**src/rtl/fetch_pkg.sv**
```systemverilog
// Shared types and constants for the fetch-stage sequencer.
package fetch_pkg;

    typedef enum logic [2:0] {
        IDLE = 3'd0,
        REQ  = 3'd1,
        WAIT = 3'd2,
        HOLD = 3'd3,
        KILL = 3'd4
    } fetch_state_t;

    localparam int unsigned INSTR_BYTES = 4;

    typedef logic [63:0] pc_t;

endpackage

```
**src/rtl/fetch_ctrl.sv**
```systemverilog
// Fetch sequencer: owns the PC, keeps one imem request in flight and hands
// returned instructions to the FD register, killing wrong-path fetches on redirect.
module fetch_ctrl
    import fetch_pkg::*;
#(
    parameter pc_t         ResetPc    = 64'h0000_0000_0000_0000,
    parameter int unsigned CountWidth = 32
) (
    input  logic                  clk_i,
    input  logic                  reset_ni,
    input  logic                  redirect_valid_i,
    input  logic [63:0]           redirect_pc_i,
    output logic                  imem_req_valid_o,
    output logic [63:0]           imem_req_addr_o,
    input  logic                  imem_req_ready_i,
    input  logic                  imem_rsp_valid_i,
    input  logic [31:0]           imem_rsp_data_i,
    output logic                  fd_valid_o,
    output logic [31:0]           fd_instruction_o,
    output logic [63:0]           fd_pc_o,
    input  logic                  fd_ready_i,
    output logic                  fd_flush_o,
    output logic [CountWidth-1:0] fetched_count_o
);

    fetch_state_t          state_q, state_d;
    pc_t                   pc_q, pc_d;
    logic                  hold_valid_q, hold_valid_d;
    logic [31:0]           hold_instr_q, hold_instr_d;
    pc_t                   hold_pc_q, hold_pc_d;
    logic [CountWidth-1:0] count_q, count_d;

    pc_t  redirect_target;
    pc_t  pc_next;
    logic deliver;

    assign redirect_target = redirect_pc_i & ~pc_t'(INSTR_BYTES - 1);
    assign pc_next         = pc_q + pc_t'(INSTR_BYTES);

    // Redirect wins over everything, so it masks both request and delivery.
    always_comb begin
        imem_req_valid_o = 1'b0;
        fd_valid_o       = 1'b0;
        fd_instruction_o = imem_rsp_data_i;
        fd_pc_o          = pc_q;
        case (state_q)
            REQ:  imem_req_valid_o = !redirect_valid_i;
            WAIT: fd_valid_o       = imem_rsp_valid_i && !redirect_valid_i;
            HOLD: begin
                fd_valid_o       = hold_valid_q && !redirect_valid_i;
                fd_instruction_o = hold_instr_q;
                fd_pc_o          = hold_pc_q;
            end
            default: ;
        endcase
    end

    assign imem_req_addr_o = pc_q;
    assign fd_flush_o      = redirect_valid_i && reset_ni;
    assign fetched_count_o = count_q;
    assign deliver         = fd_valid_o && fd_ready_i;

    always_comb begin
        state_d      = state_q;
        pc_d         = pc_q;
        hold_valid_d = hold_valid_q;
        hold_instr_d = hold_instr_q;
        hold_pc_d    = hold_pc_q;
        count_d      = deliver ? count_q + CountWidth'(1) : count_q;

        case (state_q)
            IDLE: state_d = REQ;
            REQ: begin
                if (redirect_valid_i) begin
                    pc_d = redirect_target;
                end else if (imem_req_ready_i) begin
                    state_d = WAIT;
                end
            end
            WAIT: begin
                if (redirect_valid_i) begin
                    pc_d    = redirect_target;
                    state_d = imem_rsp_valid_i ? REQ : KILL;
                end else if (imem_rsp_valid_i) begin
                    if (fd_ready_i) begin
                        pc_d    = pc_next;
                        state_d = REQ;
                    end else begin
                        hold_valid_d = 1'b1;
                        hold_instr_d = imem_rsp_data_i;
                        hold_pc_d    = pc_q;
                        state_d      = HOLD;
                    end
                end
            end
            HOLD: begin
                if (redirect_valid_i) begin
                    pc_d         = redirect_target;
                    hold_valid_d = 1'b0;
                    state_d      = REQ;
                end else if (fd_ready_i) begin
                    pc_d         = pc_next;
                    hold_valid_d = 1'b0;
                    state_d      = REQ;
                end
            end
            KILL: begin
                // The stale response still has to drain before a new request.
                if (redirect_valid_i) begin
                    pc_d = redirect_target;
                end
                if (imem_rsp_valid_i) begin
                    state_d = REQ;
                end
            end
            default: state_d = IDLE;
        endcase
    end

    always_ff @(posedge clk_i or negedge reset_ni) begin
        if (!reset_ni) begin
            state_q      <= IDLE;
            pc_q         <= ResetPc;
            hold_valid_q <= 1'b0;
            hold_instr_q <= '0;
            hold_pc_q    <= '0;
            count_q      <= '0;
        end else begin
            state_q      <= state_d;
            pc_q         <= pc_d;
            hold_valid_q <= hold_valid_d;
            hold_instr_q <= hold_instr_d;
            hold_pc_q    <= hold_pc_d;
            count_q      <= count_d;
        end
    end

endmodule

```
**config.mk**
```make
export PLATFORM = sky130hd
export DESIGN_NAME = fetch_ctrl
export DESIGN_NICKNAME = d
export VERILOG_FILES = /design/src/rtl/fetch_pkg.sv /design/src/rtl/fetch_ctrl.sv
export SDC_FILE = /design/constraint.sdc
export NUM_CORES = 1
export LEC_CHECK = 0
export CAP_MARGIN = 20
export CELL_PAD_IN_SITES_DETAIL_PLACEMENT = 1
export CELL_PAD_IN_SITES_GLOBAL_PLACEMENT = 1
export CORE_MARGIN = 2
export CORE_UTILIZATION = 49
export CTS_BUF_LIST = sky130_fd_sc_hd__clkbuf_16
export DETAILED_ROUTE_END_ITERATION = 12
export DONT_BUFFER_PORTS = 1
export PLACE_DENSITY_LB_ADDON = 0.3
export SLEW_MARGIN = 5
export SYNTH_ARGS = -nofsm -noshare
export SYNTH_HDL_FRONTEND = slang
export SYNTH_SLANG_ARGS = --single-unit
```
**constraint.sdc**
```tcl
create_clock -name clk_i -period 2.6 [get_ports clk_i]
set_input_delay 0.26 -clock clk_i [delete_from_list [all_inputs] [get_ports clk_i]]
set_output_delay 0.26 -clock clk_i [all_outputs]
set_load 0.02 [all_outputs]
```
==> metrics.yaml, run 1 <==
regToRegSetupSlack_ps: 170
ys_async_sr_fraction_pct: 100
overflow: 0
syn-cell-area_um2: 10400
fmax_ghz: 0.405
grt_start_max_net_pins: 194
numCtsBuffers: 17
nFillCells: 2291
yosysTopAreaCell: "dfrtp_1"
violations: "negative hold slack"
place.gp.congestion: 0.844
setup_viol: 0
skew_ps: 7.61
viasPerCell: 6.32
netlist.area_leader.share_pct: 46.1
antenna_left: 0
maxCapViolations: 0
r2r_end: "imem_req_addr_o[24]"
power.density_nw_per_um2: 836
rsz0062_at_grt: "no"
fp.dieH_um: 150
rows: 53
grt_pass1_wl_um: 52000
critical_path.startpoint_type: "register"
cts_tree: "yes"
avgSynthCellArea_um2: 10.2
run_status: "complete, but fails checks"
worstReg2RegStart: "imem_req_addr_o[3]"
crit_required_ps: 2340
track_usage_pct: 29.6
crit_buf_inv: 2
hp-class: "input pin to async pin"
finalMaxSlewViolations: 0
slew-limit-headroom_pct: 53.4
final_cells: 1378
hpwl_um: 22100
cp_max_fo: 51
drt-total-wl_um: 33200
tightest_slew_ps: 693
crit_family: "buffers and inverters"
place_inst: 1304
htreeDepth: 4
antenna_found_initial: 2
critPathMaxStageDelay_ps: 500
cts.sinks: 192
period_minus_slack_ps: 2470
synth_seq_cells: 192
hold_violations: 192
clockBufferDepth: 2
path_cells: "inv_1 -> nor2_1 -> nand2_4 -> buf_12 -> mux2_2"
die_area_um2: 22500
ys.warnings.count: 0
cp-end-kind: "output pin"
root_buffer: "clkbuf_16"
areaGrowthSynthToFinish_pct: 17.7
drt_first_pass_iters: 5
slowest_stage: "dfrtp_2"
final_nets: 1193
finalSetupTns_ps: 0
synth_edf_count: 0
grt_pass1_vias: 9425
drive_gt1_share_pct: 29.0
synth_cells: 1019
wl_per_cell_um: 24.1
yosysUniqueCellTypes: 64
p_leak_nw: 5.33
ys.flop_type: "dfrtp_1"
drc: 0
clk-insertion-delay-late_ps: 440
initial_core_util_pct: 49.8
ys_seq_area_share_pct: 46.1
vdd_drop_max_mv: 0.433
reg2reg_depth: 7
pin_count: 297
fin_hold_ws_ps: -494
yosys-top-cells-area: "dfrtp_1 46%, mux2_2 20%, a21oi_1 3.6%, nor2_1 2.6%, nand2_1 2.4%"
final.period_utilization_pct: 94.9
ctsHoldBuffers: 41
dieWidth_um: 150
arrival_ps: 2210
path_clk_slew_ps: 80
core_area_um2: 21000
crit_type: "register to output pin"
numPortBuffers: 0
vias: 8707
drtIter0Drc: 487
-- synthesized netlist by cell type, types with 4 or more instances --
library cell / instances
mux2_2: 182
inv_1: 13
dfrtp_1: 192
nor4_1: 11
xnor2_1: 26
buf_2: 6
o32ai_1: 5
a21oi_1: 74
nand2_1: 67
nor2_1: 72
or2_2: 4
o21ai_0: 41
xor2_1: 6
and4_1: 9
a31oi_1: 9
and2_1: 4
a211oi_1: 6
or4_1: 5
buf_4: 6
o22a_1: 8
nor3_1: 19
and3_1: 19
a2bb2oi_1: 4
o21a_1: 4
or3_1: 9
nand4_1: 32
buf_1: 8
o22ai_1: 18
nand3_1: 48
clkbuf_1: 58
-- worst max-delay path by stage --
stage                                   from                   to  slack (ps)  depth (start not counted)
after CTS                         state_q[1]          fd_pc_o[62]          40                          5
after global routing      imem_req_addr_o[3]  imem_req_addr_o[24]          10                          7
final                             state_q[1]          fd_pc_o[56]         130                          5
after floorplan           imem_req_addr_o[4]  imem_req_addr_o[47]         170                          8
after detailed placement  imem_req_addr_o[3]  imem_req_addr_o[50]          90                          7
after global placement    imem_req_addr_o[3]  imem_req_addr_o[52]         200                          7
-- what timing repair did --
item / in CTS / in global routing
cloned: 0 / 0
buffers inserted: 0 / 0
endpoints found under the hold margin: 234 / 192
endpoints found under the setup margin: 50 / 99
gates resized for setup: 2 / 5
-- logic make-up (layout without fill, tap and decap cells) --
group	count (synthesis)	count (layout)	synth area share (%)
other	1	5	0.0360
adder cells (fa/ha/maj)	2	2	0.240
XOR/XNOR	32	32	2.69
multiplexers	185	185	19.9
flip-flops	192	192	46.1
AO/OA/AOI/OAI	202	202	12.1
AND/OR/NAND/NOR	313	313	15.3
buffers and inverters	92	172	3.61
-- flip-flops by register name (all words and copies together), names as in the netlist --
| signal | flops |
|---|---|
| hold_instr_q | 32 |
| hold_pc_q | 62 |
| imem_req_addr_o | 62 |
| state_q | 3 |
| hold_valid_q | 1 |
| fetched_count_o | 32 |
-- power by group --
group,internal (mW),switching (mW)
Combinational,1.26,2.24
Sequential,3.52,0.414
Clock,1.49,1.34
Total,6.27,3.99
-- layout make-up --
class | count | area [um2] | area share, %
Clock inverter | 15 | 209 | 1.70
Antenna cell | 1 | 2.50 | 0.0204
Multi-Input combinational cell | 738 | 5310 | 43.2
Clock buffer | 17 | 425 | 3.47
Inverter | 13 | 48.8 | 0.398
Sequential cell | 192 | 4810 | 39.2
Tap cell | 275 | 344 | 2.80
Timing Repair Buffer | 127 | 1130 | 9.22
-- routing by layer --
metal / share of wire (%) / global-route usage [%]
met5: 0 / 0
met4: 2.1 / 9.06
met3: 7.3 / 8.63
met2: 51 / 50.7
met1: 39 / 36.0
-- through the flow --
stage	instance area (um2)	setup WS [ps]	power (mW)	hold WS [ps]	util, %
final	12300	134	10.3	-494	58.6
after global routing	12300	10.6	10.7	-518	58.6
after CTS	12300	35.2	10.3	-505	58.5
after detailed placement	11200	86.6	7.39	-29.7	53.5
after global placement	11200	200	7.23	-29.1	53.5
after floorplan	10400	171	6.34	-35.6	-
-- placed cells by master, fill, tap and decap left out, types with 32 or more instances in the layout --
cell type	count
dfrtp_1	191
mux2_2	182
buf_4	80
a21oi_1	74
nor2_1	72
nand2_1	66
nand3_1	48
dlygate4sd3_1	41
o21ai_0	40
nand4_1	32
Note: power is estimated with default switching activity, not from simulation.
==> inputs of run 2 (changes only) <==
--- a/config.mk
+++ b/config.mk
@@ -13,6 +13,7 @@
 export CTS_BUF_LIST = sky130_fd_sc_hd__clkbuf_16
 export DETAILED_ROUTE_END_ITERATION = 12
 export DONT_BUFFER_PORTS = 1
+export MAX_ROUTING_LAYER = met4
 export PLACE_DENSITY_LB_ADDON = 0.3
 export SLEW_MARGIN = 5
 export SYNTH_ARGS = -nofsm -noshare
==> run 2 against run 1 <==
Against the previous run: the flow still finishes with violations (negative hold slack); register-to-register slack worse by 30 ps; count of clock-buffer cells in the layout unchanged; flip-flop and latch count did not move; critical path depth unchanged; maximum frequency about the same; global-route usage grew 0.94 points; largest cell class unchanged; final area about the same; wire length unchanged.
==> metrics.yaml, run 2 (same netlist as run 1, synthesis figures left out) <==
run_status: "complete, but fails checks"  # unchanged
violations: "negative hold slack"  # unchanged
power.density_nw_per_um2: 836  # about the same
place.gp.congestion: 0.857  # was 0.844
cts.sinks: 192  # unchanged
die_area_um2: 22500  # unchanged
setup_viol: 0  # unchanged
antenna_left: 0  # unchanged
final_nets: 1193  # unchanged
final.period_utilization_pct: 94.9  # about the same
r2r_end: "imem_req_addr_o[61]"  # was imem_req_addr_o[24]
track_usage_pct: 30.5  # was 29.6%
drc: 0  # unchanged
path_clk_slew_ps: 80  # about the same
drtIter0Drc: 438  # was 487
grt_pass1_wl_um: 52000  # about the same
hp-class: "input pin to async pin"  # unchanged
crit_required_ps: 2340  # about the same
pin_count: 297  # unchanged
highest_layer: "met4"  # unchanged
fp.dieH_um: 150  # unchanged
dieWidth_um: 150  # unchanged
endpoint: "fd_pc_o[56]"  # unchanged
finalMaxSlewViolations: 0  # unchanged
final_common_cell: "dfrtp_1"  # unchanged
worst_slack_ps: 134  # about the same
regToRegSetupSlack_ps: 140  # was 170 ps
drt-total-wl_um: 33200  # unchanged
slew-limit-headroom_pct: 50.9  # was 53.4%
numPortBuffers: 0  # unchanged
nFillCells: 2293  # was 2291
htreeDepth: 4  # unchanged
power_frac_seq_pct: 38.3  # about the same
switching_power_mw: 3.99  # about the same
tightest_slew_ps: 729  # was 693 ps
skew_ps: 7.13  # was 7.61 ps
maxCapViolations: 0  # unchanged
cts_tree: "yes"  # unchanged
root_buffer: "clkbuf_16"  # unchanged
critical_path.startpoint_type: "register"  # unchanged
worstReg2RegStart: "imem_req_addr_o[3]"  # unchanged
hpwl_um: 22100  # unchanged
period_minus_slack_ps: 2470  # about the same
arrival_ps: 2210  # about the same
cp_max_fo: 51  # unchanged
rsz0062_at_grt: "no"  # unchanged
routed-wl-met2_um: 16900  # was 17000 um
viasPerCell: 6.34  # was 6.32
ctsHoldBuffers: 41  # unchanged
fin_hold_ws_ps: -492  # was -494 ps
wl_met3_um: 2290  # was 2430 um
fmax_ghz: 0.405  # about the same
antenna_found_initial: 2  # unchanged
vias: 8741  # was 8707
crit_type: "register to output pin"  # unchanged
wl_met1_um: 13200  # was 13000 um
p_leak_nw: 5.33  # about the same
grt_pass1_vias: 9401  # was 9425
grt_start_max_net_pins: 194  # unchanged
reg2reg_depth: 7  # unchanged
vdd_drop_max_mv: 0.431  # was 0.433 mV
areaGrowthSynthToFinish_pct: 17.7  # about the same
drt_first_pass_iters: 4  # was 5
p_comb_share_pct: 34.1  # about the same
crit_start: "state_q[1]"  # unchanged
hold_violations: 192  # unchanged
overflow: 0  # unchanged
numCtsBuffers: 17  # unchanged
mostFrequentLayoutCells: "191 x dfrtp_1, 182 x mux2_2, 80 x buf_4"  # unchanged
drive_gt1_share_pct: 28.9  # was 29.0%
initial_core_util_pct: 49.8  # unchanged
clkPwrFrac_pct: 27.6  # about the same
wl_per_cell_um: 24.1  # about the same
rows: 53  # unchanged
pre_cts_ws_ps: 86.6  # unchanged
internal_power_mw: 6.27  # about the same
clk-insertion-delay-late_ps: 440  # about the same
cp-end-kind: "output pin"  # unchanged
core_area_um2: 21000  # unchanged
clockBufferDepth: 2  # unchanged
cts_setup_buffers: 0  # unchanged
finalCoreUtilization_pct: 58.6  # about the same
finalSetupTns_ps: 0  # unchanged
swShare_pct: 38.9  # about the same
run 2: layout make-up:
cell class                 instances  area, um2  share of cell area [%]
antenna                            2       5.00                  0.0408
clock buffer                      17        425                    3.47
clock inverter                    15        209                    1.70
inverter                          13       48.8                   0.398
multi-input combinational        738       5300                    43.2
sequential                       192       4810                    39.2
tap                              275        344                    2.80
timing repair buffer             127       1130                    9.22
run 2: power by group through the flow:
stage / Combinational (mW) / Sequential (mW) / Clock [mW]
final: 3.50 / 3.93 / 2.83
after global routing: 3.74 / 4.00 / 3.01
after CTS: 3.49 / 3.92 / 2.89
after detailed placement: 3.41 / 3.97 / 0
after global placement: 3.30 / 3.92 / 0
after floorplan: 2.04 / 4.30 / 0
run 2: worst min path at each step:
stage	start	endpoint	slack [ps]	depth (start not counted)
final	reset_ni	hold_pc_q[38]	-490	0
after global routing	reset_ni	hold_pc_q[38]	-520	0
after CTS	reset_ni	hold_pc_q[38]	-510	0
after floorplan	reset_ni	fetched_count_o[0]	-40	0
after global placement	reset_ni	hold_pc_q[35]	-30	0
after detailed placement	reset_ni	hold_pc_q[38]	-30	0
run 2: worst max-delay path, stage by stage, from the launching register on:
cell	delay [ps]
dfrtp_2	500
inv_1	250
nor2_1	140
nand2_4	120
buf_12	280
mux2_2	460
run 2: routing by layer:
layer,global-route usage [%],up-vias
met5,-,-
met4,9.06,0
met3,8.17,55
met2,50.5,308
met1,36.6,4503
li1,-,3875
run 2: repair_timing:
action / in CTS / in global routing
endpoints found under the setup margin: 50 / 98
hold endpoints to repair: 234 / 192
gates resized for setup: 2 / 4
gates cloned: 0 / 0
run 2: metrics by stage:
step	total power [mW]	hold WS [ps]	std cells	instance area (um2)
after detailed placement	7.39	-29.7	1304	11200
after global placement	7.23	-29.1	1304	11200
after CTS	10.3	-505	1377	12300
final	10.3	-492	1379	12300
after floorplan	6.34	-35.6	1022	10400
after global routing	10.7	-518	1379	12300
==> inputs of run 3 (changes only) <==
--- a/config.mk
+++ b/config.mk
@@ -14,7 +14,8 @@
 export DETAILED_ROUTE_END_ITERATION = 12
 export DONT_BUFFER_PORTS = 1
 export MAX_ROUTING_LAYER = met4
-export PLACE_DENSITY_LB_ADDON = 0.3
+export PLACE_DENSITY = 0.78
+export SKIP_CTS_REPAIR_TIMING = 1
 export SLEW_MARGIN = 5
 export SYNTH_ARGS = -nofsm -noshare
 export SYNTH_HDL_FRONTEND = slang
==> run 3 against run 2 <==
Against the previous run: the run still ends with negative hold slack left; sequential share of layout area up 0.15 points; critical path depth up 2; clock power down 4%; count of clock-buffer cells in the layout unchanged.
==> metrics.yaml, run 3 (same netlist as run 1, synthesis figures left out) <==
worst_slack_ps: 125  # was 134 ps
wl_met1_um: 13200  # about the same
p_leak_nw: 5.29  # was 5.33 nW
wl_per_cell_um: 23.5  # was 24.1 um
drtIter0Drc: 403  # was 438
hp-class: "input pin to async pin"  # unchanged
cp-end-kind: "register"  # was output pin
pre_cts_ws_ps: 121  # was 86.6 ps
crit_family: "simple AND/OR/NAND/NOR gates"  # was buffers and inverters
antenna_found_initial: 1  # was 2
cp_max_fo: 7  # was 51
fmax_ghz: 0.404  # was 0.405 GHz
drive_gt1_share_pct: 28.6  # was 28.9%
die_area_um2: 22500  # unchanged
rsz0062_at_grt: "no"  # unchanged
fin_hold_ws_ps: -486  # was -492 ps
tightest_slew_ps: 694  # was 729 ps
power.density_nw_per_um2: 828  # was 836 nW/um2
highest_layer: "met4"  # unchanged
critical_path.startpoint_type: "register"  # unchanged
design_area_um2: 12200  # was 12300 um2
clk-insertion-delay-late_ps: 440  # about the same
track_usage_pct: 27.9  # was 30.5%
areaGrowthSynthToFinish_pct: 17.3  # was 17.7%
finalSetupTns_ps: 0  # unchanged
period_minus_slack_ps: 2470  # about the same
drt_first_pass_iters: 4  # unchanged
slew-limit-headroom_pct: 53.3  # was 50.9%
cts.sinks: 192  # unchanged
hold_violations: 193  # was 192
grt_pass1_wl_um: 47700  # was 52000 um
final_nets: 1187  # was 1193
run_status: "complete, but fails checks"  # unchanged
mostFrequentLayoutCells: "191 x dfrtp_1, 182 x mux2_2, 74 x a21oi_1"  # was 191 x dfrtp_1, 182 x mux2_2, 80 x buf_4
internal_power_mw: 6.11  # was 6.27 mW
crit_buf_inv: 1  # was 2
cts_tree: "yes"  # unchanged
pin_count: 297  # unchanged
overflow: 0  # unchanged
rows: 53  # unchanged
drt-total-wl_um: 32300  # was 33200 um
slowest_stage: "or4_1"  # was dfrtp_2
htreeDepth: 4  # unchanged
p_comb_share_pct: 34.3  # was 34.1%
hpwl_um: 21400  # was 22100 um
viasPerCell: 6.28  # was 6.34
dieWidth_um: 150  # unchanged
clkPwrFrac_pct: 26.9  # was 27.6%
drc: 0  # unchanged
final.period_utilization_pct: 95.2  # was 94.9%
critPathMaxStageDelay_ps: 560  # was 500 ps
grt_pass1_vias: 8670  # was 9401
finalCoreUtilization_pct: 58.3  # was 58.6%
core_area_um2: 21000  # unchanged
numPortBuffers: 0  # unchanged
path_clk_slew_ps: 90  # was 80 ps
routed-wl-met2_um: 16400  # was 16900 um
grt_start_max_net_pins: 194  # unchanged
skew_ps: 15.3  # was 7.13 ps
path_cells: "buf_4 -> and3_1 -> nand4_1 -> or2_2 -> or4_1 -> o32ai_1 -> nor2_1"  # was inv_1 -> nor2_1 -> nand2_4 -> buf_12 -> mux2_2
root_buffer: "clkbuf_16"  # unchanged
finalMaxSlewViolations: 0  # unchanged
violations: "negative hold slack"  # unchanged
antenna_left: 0  # unchanged
switching_power_mw: 4.01  # was 3.99 mW
crit_required_ps: 2920  # was 2340 ps
fp.dieH_um: 150  # unchanged
numCtsBuffers: 17  # unchanged
power_frac_seq_pct: 38.8  # was 38.3%
clockBufferDepth: 2  # unchanged
arrival_ps: 2800  # was 2210 ps
wl_met3_um: 2020  # was 2290 um
maxCapViolations: 0  # unchanged
vias: 8617  # was 8741
setup_viol: 0  # unchanged
initial_core_util_pct: 49.8  # unchanged
final_common_cell: "dfrtp_1"  # unchanged
place.gp.congestion: 0.846  # was 0.857
vdd_drop_max_mv: 0.519  # was 0.431 mV
swShare_pct: 39.6  # was 38.9%
crit_type: "register to register"  # was register to output pin
placed_cell_area_um2: 11200  # unchanged
-- run 3: routing by layer --
layer | track usage [%] | vias to the layer above
met2 | 45.0 | 273
met5 | - | -
met3 | 6.46 | 48
met4 | 9.06 | 0
li1 | - | 3866
met1 | 34.7 | 4430
-- run 3: layout make-up --
cell class | instances | area, um2
Fill cell | 2340 | 8730
Inverter | 13 | 48.8
Multi-Input combinational cell | 738 | 5310
Clock inverter | 15 | 185
Sequential cell | 192 | 4810
Tap cell | 275 | 344
Timing Repair Buffer | 121 | 1110
Antenna cell | 1 | 2.50
Clock buffer | 17 | 425
-- run 3: path summary, 6_finish.rpt --
kind                       slack [ps]  cells after the start                  end          startpoint
min                              -490                      0        hold_pc_q[36]            reset_ni
min reg2reg                       480                      2        hold_pc_q[27]       hold_pc_q[27]
max in group asynchronous        2790                      0           state_q[1]            reset_ni
min in group clk_i                  0                      2  imem_req_addr_o[63]   redirect_pc_i[63]
max                               130                      7  imem_req_addr_o[21]  imem_req_addr_o[7]
max reg2reg                       130                      7  imem_req_addr_o[21]  imem_req_addr_o[7]
-- run 3: power groups by stage --
stage	logic (mW)	clock network (mW)	registers [mW]
global route	3.73	2.88	3.99
global placement	3.31	0	3.92
CTS	3.42	2.75	3.92
floorplan	2.04	0	4.30
detailed placement	3.39	0	3.97
finish	3.48	2.72	3.92
-- run 3: metrics by stage --
step / total power [mW] / std cells
detailed placement: 7.36 / 1299
global placement: 7.24 / 1299
global route: 10.6 / 1372
finish: 10.1 / 1372
floorplan: 6.34 / 1022
CTS: 10.1 / 1331
